--- src/rtl/calc3_port_responder.sv ---
`default_nettype none
// ============================================================================
// Module  : calc3_port_responder
// Brief   : Single-port calc3 responder, 16x32 register file, fixed-latency
//           tagged responses with busy-tag tracking.
// Revision: 1.0
// ============================================================================
module calc3_port_responder #(
    parameter int LATENCY = 3
) (
    input  logic        clk,
    input  logic        reset,
    input  logic [3:0]  reqx_cmd,
    input  logic [31:0] reqx_data,
    input  logic [3:0]  reqx_d1,
    input  logic [3:0]  reqx_d2,
    input  logic [3:0]  reqx_r1,
    input  logic [1:0]  reqx_tag,
    output logic [1:0]  outx_resp,
    output logic [1:0]  outx_tag,
    output logic [31:0] outx_data
);

    localparam logic [3:0] C_CMD_NONE  = 4'd0;
    localparam logic [3:0] C_CMD_ADD   = 4'd1;
    localparam logic [3:0] C_CMD_SUB   = 4'd2;
    localparam logic [3:0] C_CMD_SHL   = 4'd5;
    localparam logic [3:0] C_CMD_SHR   = 4'd6;
    localparam logic [3:0] C_CMD_STORE = 4'd12;
    localparam logic [3:0] C_CMD_FETCH = 4'd13;

    localparam logic [1:0] C_RESP_NONE = 2'd0;
    localparam logic [1:0] C_RESP_OK   = 2'd1;
    localparam logic [1:0] C_RESP_ERR  = 2'd2;

    logic [31:0] rf_q [16];
    logic [3:0]  busy_q;
    logic [3:0]  busy_d;

    logic [1:0]  pipe_resp_q   [LATENCY];
    logic [1:0]  pipe_tag_q    [LATENCY];
    logic [31:0] pipe_data_q   [LATENCY];
    logic        pipe_tagged_q [LATENCY];

    logic [1:0]  out_resp_q;
    logic [1:0]  out_tag_q;
    logic [31:0] out_data_q;

    logic        req_w;
    logic [31:0] src1_w;
    logic [31:0] src2_w;
    logic [32:0] sum_w;
    logic [3:0]  clr_w;
    logic [3:0]  busy_eff_w;
    logic        tag_busy_w;

    logic [1:0]  exe_resp_d;
    logic [31:0] exe_data_d;
    logic        exe_tagged_d;
    logic        wr_en_d;
    logic [31:0] wr_data_d;

    assign req_w  = (reqx_cmd != C_CMD_NONE);
    assign src1_w = rf_q[reqx_d1];
    assign src2_w = rf_q[reqx_d2];
    assign sum_w  = {1'b0, src1_w} + {1'b0, src2_w};

    // The slot about to be driven frees its tag now, so a same-cycle reuse sees it clear.
    assign clr_w      = pipe_tagged_q[LATENCY-1] ? (4'b0001 << pipe_tag_q[LATENCY-1]) : 4'b0000;
    assign busy_eff_w = busy_q & ~clr_w;
    assign tag_busy_w = busy_eff_w[reqx_tag];

    always_comb begin
        exe_resp_d   = C_RESP_NONE;
        exe_data_d   = 32'd0;
        exe_tagged_d = 1'b0;
        wr_en_d      = 1'b0;
        wr_data_d    = 32'd0;
        busy_d       = busy_eff_w;
        if (req_w) begin
            if (tag_busy_w) begin
                exe_resp_d = C_RESP_ERR;
            end else begin
                exe_tagged_d     = 1'b1;
                busy_d[reqx_tag] = 1'b1;
                exe_resp_d       = C_RESP_OK;
                case (reqx_cmd)
                    C_CMD_ADD: begin
                        if (sum_w[32]) begin
                            exe_resp_d = C_RESP_ERR;
                        end else begin
                            wr_en_d    = 1'b1;
                            wr_data_d  = sum_w[31:0];
                            exe_data_d = sum_w[31:0];
                        end
                    end
                    C_CMD_SUB: begin
                        if (src1_w < src2_w) begin
                            exe_resp_d = C_RESP_ERR;
                        end else begin
                            wr_en_d    = 1'b1;
                            wr_data_d  = src1_w - src2_w;
                            exe_data_d = src1_w - src2_w;
                        end
                    end
                    C_CMD_SHL: begin
                        wr_en_d    = 1'b1;
                        wr_data_d  = src1_w << src2_w[4:0];
                        exe_data_d = src1_w << src2_w[4:0];
                    end
                    C_CMD_SHR: begin
                        wr_en_d    = 1'b1;
                        wr_data_d  = src1_w >> src2_w[4:0];
                        exe_data_d = src1_w >> src2_w[4:0];
                    end
                    C_CMD_STORE: begin
                        wr_en_d   = 1'b1;
                        wr_data_d = reqx_data;
                    end
                    C_CMD_FETCH: begin
                        exe_data_d = src1_w;
                    end
                    default: begin
                        exe_resp_d = C_RESP_ERR;
                    end
                endcase
            end
        end
    end

    always_ff @(posedge clk) begin
        if (!reset) begin
            for (int i = 0; i < 16; i++) begin
                rf_q[i] <= 32'd0;
            end
            for (int i = 0; i < LATENCY; i++) begin
                pipe_resp_q[i]   <= C_RESP_NONE;
                pipe_tag_q[i]    <= 2'd0;
                pipe_data_q[i]   <= 32'd0;
                pipe_tagged_q[i] <= 1'b0;
            end
            busy_q     <= 4'd0;
            out_resp_q <= C_RESP_NONE;
            out_tag_q  <= 2'd0;
            out_data_q <= 32'd0;
        end else begin
            if (wr_en_d) begin
                rf_q[reqx_r1] <= wr_data_d;
            end
            busy_q           <= busy_d;
            pipe_resp_q[0]   <= exe_resp_d;
            pipe_tag_q[0]    <= req_w ? reqx_tag : 2'd0;
            pipe_data_q[0]   <= exe_data_d;
            pipe_tagged_q[0] <= exe_tagged_d;
            for (int i = 1; i < LATENCY; i++) begin
                pipe_resp_q[i]   <= pipe_resp_q[i-1];
                pipe_tag_q[i]    <= pipe_tag_q[i-1];
                pipe_data_q[i]   <= pipe_data_q[i-1];
                pipe_tagged_q[i] <= pipe_tagged_q[i-1];
            end
            out_resp_q <= pipe_resp_q[LATENCY-1];
            out_tag_q  <= pipe_tag_q[LATENCY-1];
            out_data_q <= pipe_data_q[LATENCY-1];
        end
    end

    assign outx_resp = out_resp_q;
    assign outx_tag  = out_tag_q;
    assign outx_data = out_data_q;

endmodule
`default_nettype wire

--- config.mk ---
export PLATFORM = sky130hd
export DESIGN_NAME = calc3_port_responder
export DESIGN_NICKNAME = d
export VERILOG_FILES = /design/src/rtl/calc3_port_responder.sv
export SDC_FILE = /design/constraint.sdc
export NUM_CORES = 1
export LEC_CHECK = 0
export ABC_CLOCK_PERIOD_IN_PS = 7500
export CAP_MARGIN = 30
export CORE_MARGIN = 4
export CORE_UTILIZATION = 45
export DETAILED_ROUTE_END_ITERATION = 8
export GPL_TIMING_DRIVEN = 0
export SETUP_SLACK_MARGIN = 0.3
export SYNTH_ARGS = -nofsm -noshare
export SYNTH_HDL_FRONTEND = slang
export SYNTH_SLANG_ARGS = --single-unit
--- constraint.sdc ---
create_clock -name clk -period 7.5 [get_ports clk]
set_input_delay 0.75 -clock clk [delete_from_list [all_inputs] [get_ports clk]]
set_output_delay 0.75 -clock clk [all_outputs]
set_load 0.005 [all_outputs]
==> flow_summary_export.csv <==
group,metric,value,unit
status,outcome,"finished, final reports clean",
setup_path,r2r-start,"rf_q[5][0]",
synthesis,synth_edf_count,512,
finish,drive_gt1_frac,0.213,
place,port_buffers,83,
synthesis,syn_avg_cell_area,11.8,um2
setup_path,worstReg2RegEnd,"rf_q[15][4]",
global_routing,grt.total_usage,0.401,
detailed_routing,wirelength,184000,um
setup_path,path_delay_family,"buffers and inverters",
sta,setup_viol,0,
detailed_routing,final_antenna_net_count,0,
clocking,cts-root-buf,"clkbuf_16",
floorplanning,die_x,299,um
global_routing,grt_max_degree,28,
pwr,swShare,0.347,
detailed_routing,vias_per_cell,7.01,
detailed_routing,vias,32800,
job,drv_cap,0,
synthesis,ys_ff_latch,663,
clocking,cts_buffer_depth,3,
detailed_routing,first_pass_iters,6,
sta,hold_viol,0,
setup_path,crit_slowest_cell,"clkbuf_1",
detailed_routing,first_iter_violations,5179,
setup_path,startpoint,"reqx_d1[2]",
clocking,cts_buffers,74,
pwr,p_switching,3660,uW
clocking,cts.clk_slew.worst_paths,0.06,ns
sta,fin_crit,7.34,ns
min_path,hp-class,"flip-flop to flip-flop",
global_routing,grt_pass1_vias,32100,
finish,final_nets,3610,
sta,rsz0062_at_grt,"false",
floorplanning,core,83800,um2
global_routing,overflow,0,
pwr,max-vdd-ir-drop,0.000176,V
clocking,clock_sinks,663,
sta,fmax,0.136,GHz
setup_path,rrSetupSlack,0.68,ns
floorplanning,die_y,299,um
synthesis,synth_top_area_share,0.403,
setup_path,critical_path_class,"input pin to flip-flop",
place,hpwl,139000,um
setup_path,path_buf_inv,7,
clocking,cts_htree_levels,3,
place,finalWeightedCongestion,1.02,
pwr,power_leakage,0.0160,uW
sta,tns,0,ns
sta,worst_slack,0.162,ns
pwr,p_seq_frac,0.391,
place,dp_slack,-3.64,ns
synthesis,seq_area_frac_synth,0.482,
setup_path,cp_num_cells,19,
synthesis,syn_nets,3361,
floorplanning,start_util,0.455,
global_routing,grt_pass1_wl,250000,um
synthesis,synth_largest_area_cell,"edfxtp_1",
setup_path,critPathLaunchType,"input pin",
synthesis,synthFlopType,"edfxtp_1",
synthesis,synthTopCellsByArea,"edfxtp_1 (40%), mux4_2 (17%), dfxtp_1 (7.9%)",
floorplanning,dieArea,89600,um2
clocking,postCtsHoldBufs,0,
setup_path,crit_end,"rf_q[12][30]",
detailed_routing,routedWlPerCell,39.2,um
pwr,clkPwrFrac,0.338,
synthesis,yosysMostFrequentCell,"edfxtp_1",
sta,maxSlewHeadroom,0.251,
setup_path,cp-end-kind,"flip-flop",
setup_path,path_cells,"buf_2 -> buf_1 -> buf_8 -> mux4_2 -> a22oi_1 -> nand2_1 -> ha_1 -> or4_1 -> o31ai_4 -> o21ai_2 -> a41o_1 -> clkbuf_4 -> o21ai_4 -> buf_4 -> a21oi_4 -> buf_4 -> nand4_1 -> clkbuf_1 -> nor2_1",
pwr,powerDensity,236,nW/um2
sta,fin_crit_sh,0.978,
setup_path,worstPathArrival,7.71,ns
sta,slew_violations,0,
sta,tightest_slew,1.12,ns
pwr,share_comb_of_total_power,0.271,
pwr,p_int,6890,uW
clocking,clock_latency,0.68,ns
setup_path,path_common_cell,"buf_4",
synthesis,ys_top_cells_by_count,"edfxtp_1 (512), nor2_1 (440), mux4_2 (284), a21oi_1 (264), nand2_1 (190)",
finish,syn2layout_area_growth,16.9,%
floorplanning,num_rows,106,
setup_path,reg2reg_depth,21,
setup_path,cp.required,7.88,ns
global_routing,antenna_found_initial,9,
setup_path,crit_fanout,10,
min_path,hold-path-cell-count,1,
detailed_routing,drc,0,
synthesis,synth_cell_types,90,
clocking,cts_tree,"built",
sta,finClkSkew,0.0502,ns
floorplanning,ios,88,
synthesis,ys_warn_count,0,
synthesis,netlist_area,38200,um2
synthesis,syn_inst,3242,
setup_path,cp_slowest_stage_delay,0.74,ns
synthesis,async_flop_share,0,
state kept, by name, indices dropped and copies added, names as in the netlist:
register,cells
pipe_resp_q,6
pipe_tag_q,6
outx_data,32
pipe_data_q,96
busy_q,4
pipe_tagged_q,3
outx_tag,2
rf_q,512
outx_resp,2
what timing repair did:
item / in CTS / in global routing
buffers inserted: 16 / 10
gates resized for setup: 129 / 107
setup endpoints to repair: 1058 / 854
pin swaps: 4 / 9
placed cells by master, fill, tap and decap left out, types with 14 or more instances in the layout:
master and instances:
and2_1 131, inv_1 70, a21oi_1 258, nand3_1 64
mux2i_1 93, clkbuf_1 127, a21o_1 22, clkbuf_2 53
nand2b_1 18, clkbuf_16 74, buf_2 65, edfxtp_1 512
nor3_1 32, nand2_1 168, buf_6 15, dfxtp_1 151
nor2_1 440, o22ai_1 15, o21ai_0 67, clkdlybuf4s50_1 82
a22oi_1 120, a22o_1 14, buf_12 18, o2111ai_1 14
buf_8 25, a211oi_1 31, nor2b_1 20, ha_1 65
nand4_1 35, o211ai_1 17, mux4_2 284, buf_4 64
layer usage:
metal	vias to the layer above	GRT usage	routed length [um]
met5	-	0	71
met4	4	0.245	14200
met3	661	0.130	24300
met2	2824	0.628	82500
met1	16300	0.484	62500
li1	13000	-	-
metrics by stage:
step | power, uW | util | std cells | hold WS [ns] | cell area, um2
floorplan | 5700 | - | 3242 | 0.412 | 38200
detailed placement | 6820 | 0.494 | 4522 | 0.418 | 41400
global placement | 6760 | 0.482 | 4459 | 0.414 | 40400
CTS | 10400 | 0.529 | 4670 | 0.408 | 44300
finish | 10600 | 0.532 | 4687 | 0.394 | 44600
global route | 10800 | 0.532 | 4683 | 0.437 | 44600
power by group through the flow:
stage / clock (uW) / sequential, uW / combinational [uW]
after global routing: 3710 / 4140 / 2930
final: 3560 / 4130 / 2860
after CTS: 3560 / 4120 / 2690
after global placement: 0 / 4200 / 2560
after floorplan: 0 / 4170 / 1530
after detailed placement: 0 / 4200 / 2620
worst reg2reg max path: stages, from the launching register on:
cell	delay, ns
edfxtp_1	0.40
mux4_2	0.55
mux4_2	0.57
buf_4	0.24
buf_6	0.19
buf_2	0.30
ha_1	0.29
inv_1	0.08
fa_1	0.26
o21bai_1	0.17
a21oi_4	0.33
o31ai_4	0.15
o21ai_2	0.29
a41o_1	0.31
clkbuf_4	0.28
o21ai_4	0.13
buf_4	0.27
a21oi_4	0.35
nand4_1	0.37
buf_2	0.37
nand2_4	0.29
buf_12	0.26
logic make-up (layout without fill, tap and decap cells):
group	after synthesis	after routing	share of synthesized area
flip-flops	663	663	0.482
AND/OR/NAND/NOR	1001	1001	0.123
AO/OA/AOI/OAI	759	759	0.136
XOR/XNOR	10	10	0.00229
multiplexers	381	381	0.193
buffers and inverters	361	667	0.0413
adder cells (fa/ha/maj)	67	67	0.0224
other	0	5	0
layout make-up:
class,instances,area (um2)
fillers,7253,39200
multi-input cells,2218,18700
flip-flops and latches,663,18400
repair buffers,174,2060
clock buffers,93,1920
plain buffers,286,1490
well taps,1134,1420
clock inverters,40,395
inverters,74,283
diodes,5,12.5
worst min-delay path by stage:
| stage | startpoint | end | slack, ns |
|---|---|---|---|
| 2_1_floorplan | pipe_data_q[2][0] | outx_data[0] | 0.41 |
| 5_1_grt | pipe_data_q[1][14] | pipe_data_q[2][14] | 0.44 |
| 6_report | pipe_data_q[1][14] | pipe_data_q[2][14] | 0.39 |
| 3_3_place_gp | pipe_resp_q[1][1] | pipe_resp_q[2][1] | 0.41 |
| 3_5_place_dp | pipe_data_q[2][10] | outx_data[10] | 0.42 |
| 4_1_cts | pipe_data_q[1][14] | pipe_data_q[2][14] | 0.41 |
Power figures use the tool's default switching activity.
